`config.mk`:
```
export PLATFORM = sky130hd
export DESIGN_NAME = toggle_activity_monitor
export DESIGN_NICKNAME = d
export VERILOG_FILES = /design/src/rtl/tam_pkg.sv /design/src/rtl/tam_toggle_bank.sv /design/src/rtl/toggle_activity_monitor.sv
export SDC_FILE = /design/constraint.sdc
export NUM_CORES = 1
export LEC_CHECK = 0
export BUFFER_PORTS_ARGS = -buffer_cell sky130_fd_sc_hd__buf_2
export CORE_ASPECT_RATIO = 1.2
export CORE_MARGIN = 8
export CORE_UTILIZATION = 65
export CTS_CLUSTER_SIZE = 24
export DETAILED_ROUTE_END_ITERATION = 16
export PLACE_DENSITY = 0.82
export SYNTH_ARGS = -nofsm -noshare
export SYNTH_HDL_FRONTEND = slang
export SYNTH_HIERARCHICAL = 1
export SYNTH_SLANG_ARGS = --single-unit
```
`constraint.sdc`:
```
create_clock -name clk -period 5.7 [get_ports clk]
set_input_delay 0.285 -clock clk [delete_from_list [all_inputs] [get_ports clk]]
set_output_delay 0.285 -clock clk [all_outputs]
set_load 0.03 [all_outputs]
```
`src/rtl/tam_pkg.sv`:
```
// Shared types and default constants for the toggle activity monitor.
package tam_pkg;

    localparam int unsigned TAM_DEF_NODE_W = 8;
    localparam int unsigned TAM_DEF_CNT_W  = 16;
    localparam int unsigned TAM_DEF_WIN_W  = 16;
    localparam int unsigned TAM_DEF_IDX_W  = $clog2(TAM_DEF_NODE_W);
    localparam int unsigned TAM_DEF_TOT_W  = TAM_DEF_CNT_W + TAM_DEF_IDX_W;

    typedef enum logic [2:0] {
        S_IDLE,
        S_PRIME,
        S_ACCUM,
        S_REDUCE,
        S_REPORT
    } tam_state_e;

    // Report record at the default widths.
    typedef struct packed {
        logic [TAM_DEF_TOT_W-1:0] total;
        logic [TAM_DEF_IDX_W-1:0] max_idx;
        logic [TAM_DEF_CNT_W-1:0] max_cnt;
        logic                     sat;
    } tam_rpt_t;

endpackage

```
`src/rtl/tam_toggle_bank.sv`:
```
// Bank of per-node saturating toggle counters with a read mux and a
// sticky per-counter overflow flag, OR-reduced.
module tam_toggle_bank
    import tam_pkg::*;
#(
    parameter int unsigned NODE_W = TAM_DEF_NODE_W,
    parameter int unsigned CNT_W  = TAM_DEF_CNT_W,
    parameter int unsigned IDX_W  = TAM_DEF_IDX_W
) (
    input  logic              clk,
    input  logic              rst,
    input  logic              clr_i,
    input  logic [NODE_W-1:0] inc_i,
    input  logic [IDX_W-1:0]  rd_idx_i,
    output logic [CNT_W-1:0]  rd_cnt_o,
    output logic              sat_o
);

    logic [CNT_W-1:0]  cnt_q [NODE_W];
    logic [NODE_W-1:0] sat_q;

    always_ff @(posedge clk) begin
        if (rst || clr_i) begin
            for (int unsigned i = 0; i < NODE_W; i++) begin
                cnt_q[i] <= '0;
            end
            sat_q <= '0;
        end else begin
            for (int unsigned i = 0; i < NODE_W; i++) begin
                if (inc_i[i]) begin
                    // An increment arriving at full scale is dropped and flagged.
                    if (cnt_q[i] == '1) begin
                        sat_q[i] <= 1'b1;
                    end else begin
                        cnt_q[i] <= cnt_q[i] + CNT_W'(1);
                    end
                end
            end
        end
    end

    assign rd_cnt_o = cnt_q[rd_idx_i];
    assign sat_o    = |sat_q;

endmodule

```
`src/rtl/toggle_activity_monitor.sv`:
```
// Counts per-node switching activity over a programmable sample window and
// reports total, hottest node and saturation over a valid/ready handshake.
module toggle_activity_monitor
    import tam_pkg::*;
#(
    parameter  int unsigned NODE_W = TAM_DEF_NODE_W,
    parameter  int unsigned CNT_W  = TAM_DEF_CNT_W,
    parameter  int unsigned WIN_W  = TAM_DEF_WIN_W,
    localparam int unsigned IDX_W  = $clog2(NODE_W),
    localparam int unsigned TOT_W  = CNT_W + IDX_W
) (
    input  logic              clk,
    input  logic              rst,
    input  logic              start,
    input  logic [WIN_W-1:0]  win_len,
    input  logic              node_vec_valid,
    input  logic [NODE_W-1:0] node_vec,
    output logic              busy,
    output logic              rpt_valid,
    input  logic              rpt_ready,
    output logic [TOT_W-1:0]  rpt_total,
    output logic [IDX_W-1:0]  rpt_max_idx,
    output logic [CNT_W-1:0]  rpt_max_cnt,
    output logic              rpt_sat
);

    tam_state_e        state_q;
    logic [WIN_W-1:0]  win_q;
    logic [WIN_W-1:0]  smp_q, smp_d;
    logic [NODE_W-1:0] prev_q;
    logic [IDX_W-1:0]  red_q;
    logic [TOT_W-1:0]  tot_q, tot_d;
    logic [CNT_W-1:0]  max_q;
    logic [IDX_W-1:0]  idx_q;

    logic              rpt_valid_q;
    logic [TOT_W-1:0]  rpt_total_q;
    logic [IDX_W-1:0]  rpt_max_idx_q;
    logic [CNT_W-1:0]  rpt_max_cnt_q;
    logic              rpt_sat_q;

    logic [NODE_W-1:0] bank_inc;
    logic              bank_clr;
    logic [CNT_W-1:0]  rd_cnt;
    logic              bank_sat;
    logic              max_hit;
    logic              red_last;

    always_comb begin
        smp_d    = smp_q + WIN_W'(1);
        tot_d    = tot_q + TOT_W'(rd_cnt);
        max_hit  = rd_cnt > max_q;
        red_last = red_q == IDX_W'(NODE_W - 1);
        bank_clr = (state_q == S_IDLE) && start;
        bank_inc = '0;
        if (state_q == S_ACCUM && node_vec_valid) begin
            bank_inc = node_vec ^ prev_q;
        end
    end

    tam_toggle_bank #(
        .NODE_W (NODE_W),
        .CNT_W  (CNT_W),
        .IDX_W  (IDX_W)
    ) u_bank (
        .clk      (clk),
        .rst      (rst),
        .clr_i    (bank_clr),
        .inc_i    (bank_inc),
        .rd_idx_i (red_q),
        .rd_cnt_o (rd_cnt),
        .sat_o    (bank_sat)
    );

    always_ff @(posedge clk) begin
        if (rst) begin
            state_q       <= S_IDLE;
            win_q         <= '0;
            smp_q         <= '0;
            prev_q        <= '0;
            red_q         <= '0;
            tot_q         <= '0;
            max_q         <= '0;
            idx_q         <= '0;
            rpt_valid_q   <= 1'b0;
            rpt_total_q   <= '0;
            rpt_max_idx_q <= '0;
            rpt_max_cnt_q <= '0;
            rpt_sat_q     <= 1'b0;
        end else begin
            unique case (state_q)
                S_IDLE: begin
                    if (start) begin
                        win_q   <= win_len;
                        smp_q   <= '0;
                        red_q   <= '0;
                        tot_q   <= '0;
                        max_q   <= '0;
                        idx_q   <= '0;
                        state_q <= S_PRIME;
                    end
                end
                S_PRIME: begin
                    if (node_vec_valid) begin
                        prev_q  <= node_vec;
                        state_q <= (win_q == '0) ? S_REDUCE : S_ACCUM;
                    end
                end
                S_ACCUM: begin
                    if (node_vec_valid) begin
                        prev_q <= node_vec;
                        smp_q  <= smp_d;
                        if (smp_d == win_q) begin
                            state_q <= S_REDUCE;
                        end
                    end
                end
                S_REDUCE: begin
                    tot_q <= tot_d;
                    red_q <= red_q + IDX_W'(1);
                    if (max_hit) begin
                        max_q <= rd_cnt;
                        idx_q <= red_q;
                    end
                    // Final node folds straight into the report registers.
                    if (red_last) begin
                        rpt_total_q   <= tot_d;
                        rpt_max_cnt_q <= max_hit ? rd_cnt : max_q;
                        rpt_max_idx_q <= max_hit ? red_q : idx_q;
                        rpt_sat_q     <= bank_sat;
                        rpt_valid_q   <= 1'b1;
                        state_q       <= S_REPORT;
                    end
                end
                S_REPORT: begin
                    if (rpt_ready) begin
                        rpt_valid_q <= 1'b0;
                        state_q     <= S_IDLE;
                    end
                end
                default: state_q <= S_IDLE;
            endcase
        end
    end

    assign busy        = state_q != S_IDLE;
    assign rpt_valid   = rpt_valid_q;
    assign rpt_total   = rpt_total_q;
    assign rpt_max_idx = rpt_max_idx_q;
    assign rpt_max_cnt = rpt_max_cnt_q;
    assign rpt_sat     = rpt_sat_q;

endmodule
```
==> summary.md <==
| Metric | Value |
|---|---|
| Flops & latches, synth | 260 |
| Hold WS | 0.006403 ns |
| Syn. warnings | 6 |
| Syn avg cell area | 9.396 um^2 |
| DRT Pass-1 Iters | 8 |
| Ys flop type | dfxtp_1 |
| RSZ-0062 raised after global routing | false |
| Post-route ant nets | 0 |
| Core area | 23050 um^2 |
| Dominant cell type by area after synthesis | edfxtp_1 |
| Synth top area share | 25.39% |
| Crit. End Element | flop |
| Setup violators final | 0 |
| GRT Total Usage | 29.01% |
| Register area share after synthesis | 42.85% |
| Initial antenna violation count | 2 |
| Num ports | 70 |
| Asr flop ratio synth | 0% |
| Post-CTS setup buffers | 0 |
| Drt total wl | 41.35 mm |
| Via density | 6.623 |
| Vias | 13034 |
| CP arrival | 4.76 ns |
| Lkg Pwr | 5.731 nW |
| P&R area growth vs syn | 9.605% |
| CTS resizes | 0 |
| Top post-synthesis cells by count | nor2_1 (186), nand2_1 (137), dfxtp_1 (132) |
| Mapped Cells | 1611 |
| Tmin final | 4.346 ns |
| Placed cell area | 15530 um^2 |
| Final WS setup | 1.354 ns |
| First-pass GRT wire length | 67.03 mm |
| Fin. Hold Viols | 0 |
| CTS tree | done |
| Post-synthesis cell type count | 81 |
| DP Wirelength | 28.13 mm |
| Most frequent cell after synthesis | nor2_1 |
| Die Height | 183.2 um |
| Max Cap Viol | 0 |
| Worst path required time | 6.11 ns |
| Max-slew violations | 0 |
| Final period util | 76.24% |
| Worst-Skew Late Latency | 0.53 ns |
| Wire per inst | 21.01 um |
| Port Buffers | 69 |
| # hold bufs at CTS | 11 |
| Root buf cell | clkbuf_16 |
| Synth Net Count | 1684 |
| Layout cells sized above 1 | 12.89% |
| Initial Util | 65.67% |
| Max FO, Critical Path | 36 |
| Worst-Margin Slew | 1.206 ns |
| Final nets | 1705 |
| Clock Tree Buf Depth | 3 |
| Fmax | 230.1 MHz |
| Post-Place Setup Slack | 1.403 ns |
| Die X | 155.3 um |
| Post-route cell area | 16590 um^2 |
| Critical path type | flop to flop |
| Worst slew margin | 19.62% |
| Post-detailed-route DRC marker count | 0 |
| Mapped cell area | 15140 um^2 |
| H-tree lvl count | 1 |
| Clock Skews | 0.008687 ns |
| Setup crit start kind | flop |
| Worst vdd ir | 0.3122 mV |
| Vias in the first global route | 12647 |
| CTS clk-pin slew, worst paths | 0.07 ns |
| Global route overflow | 0 |
| Hold crit path type | input port to flop |
| Status | complete, no violations |
| Std cell rows | 61 |
| Pin count of the biggest net entering global routing | 77 |
| Total CTS buffers | 27 |
| Gpl congestion | 1.006 |
| Setup TNS | 0 ns |
| Die area | 28450 um^2 |
| Ranking of synthesized cells by area | edfxtp_1 (25%), dfxtp_1 (17%), xnor2_1 (5.4%), nor2_1 (4.6%), mux4_2 (4.6%) |
| Clock sink count | 260 |
| Power density over the cells | 344.0 nW/um^2 |
| Post-synth EDFFs | 128 |
| Initial DRC Count | 1472 |
-- cell type report --
class | instances | area [um^2]
timing repair buffer | 91 | 540.5
multi-input combinational | 1207 | 8049
antenna | 1 | 2.502
clock buffer | 36 | 833.3
clock inverter | 13 | 113.9
tap | 315 | 394.1
inverter | 45 | 168.9
sequential | 260 | 6489
fill | 1727 | 6459
-- critical path, cell delays in order (launching register included) --
cell      delay, ns
dfxtp_2        0.93
mux4_2         0.62
mux2_2         0.36
ha_1           0.23
fa_1           0.44
a211oi_1       0.30
o21ai_1        0.23
a221oi_2       0.42
o21ai_0        0.26
o311ai_0       0.40
-- sequential cells by signal, indices dropped and copies added, names as in the netlist --
| register | flops |
|---|---|
| tot_q | 19 |
| rpt_max_idx | 3 |
| idx_q | 3 |
| win_q | 16 |
| max_q | 16 |
| state_q | 3 |
| u_bank/cnt_q | 128 |
| u_bank/sat_q | 8 |
| rpt_max_cnt | 16 |
| rpt_valid | 1 |
| red_q | 3 |
| smp_q | 16 |
| rpt_sat | 1 |
| prev_q | 8 |
| rpt_total | 19 |
-- power breakdown --
part	total (mW)	switching (mW)	internal [mW]
clock network	1.85	0.740	1.11
registers	2.62	0.379	2.25
logic	1.23	0.775	0.456
-- cell families (layout without fill, tap and decap cells) --
| logic type | count (synthesis) | count (layout) | share of synthesized area, % |
|---|---|---|---|
| simple gates | 645 | 645 | 21.03 |
| compound gates | 315 | 315 | 13.31 |
| flops | 260 | 260 | 42.85 |
| buf+inv | 144 | 185 | 4.067 |
| xor+xnor | 141 | 141 | 8.158 |
| mux | 62 | 62 | 6.902 |
| fa+ha+maj | 44 | 44 | 3.687 |
| other cells | 0 | 1 | 0 |
-- cell usage in the layout, fill, tap and decap left out, drive strengths merged, types with 16 or more instances in the layout --
master	n
mux4	32
buf	80
or3	20
nor2	186
nand3	111
ha	43
o21ai	83
xnor2	93
o2111ai	19
nor4	30
a31oi	27
nor3	37
inv	45
xor2	48
clkbuf	36
and3	17
a21oi	90
nand4	55
edfxtp	128
dfxtp	132
nand2	138
mux2	16
o41ai	16
-- metrics by stage --
step / total power [mW] / instances / utilization [%]
CTS: 5.672 / 1967 / 71.97
global placement: 3.789 / 1907 / 67.38
global route: 5.940 / 1968 / 71.98
finish: 5.708 / 1968 / 71.98
floorplan: 3.416 / 1611 / -
detailed placement: 3.829 / 1907 / 67.38
-- worst paths after layout --
path                     start      endpoint  slack, ns  depth (start not counted)
setup reg to reg      red_q[1]     tot_q[12]       1.35                          9
setup / recovery      red_q[1]     tot_q[12]       1.35                          9
hold reg to reg   rpt_total[9]  rpt_total[9]       0.46                          2
hold / removal      win_len[5]      win_q[5]      0.006                          3
-- metal layers --
metal  vias up  GRT usage, %  share of wire [%]
met5         -             0              0.024
met1      6260         35.58                 38
met3       146         4.380                8.4
li1       5998             -                  -
met4         2         14.39                5.4
met2       628         49.23                 48
Power figures use the tool's default switching activity.
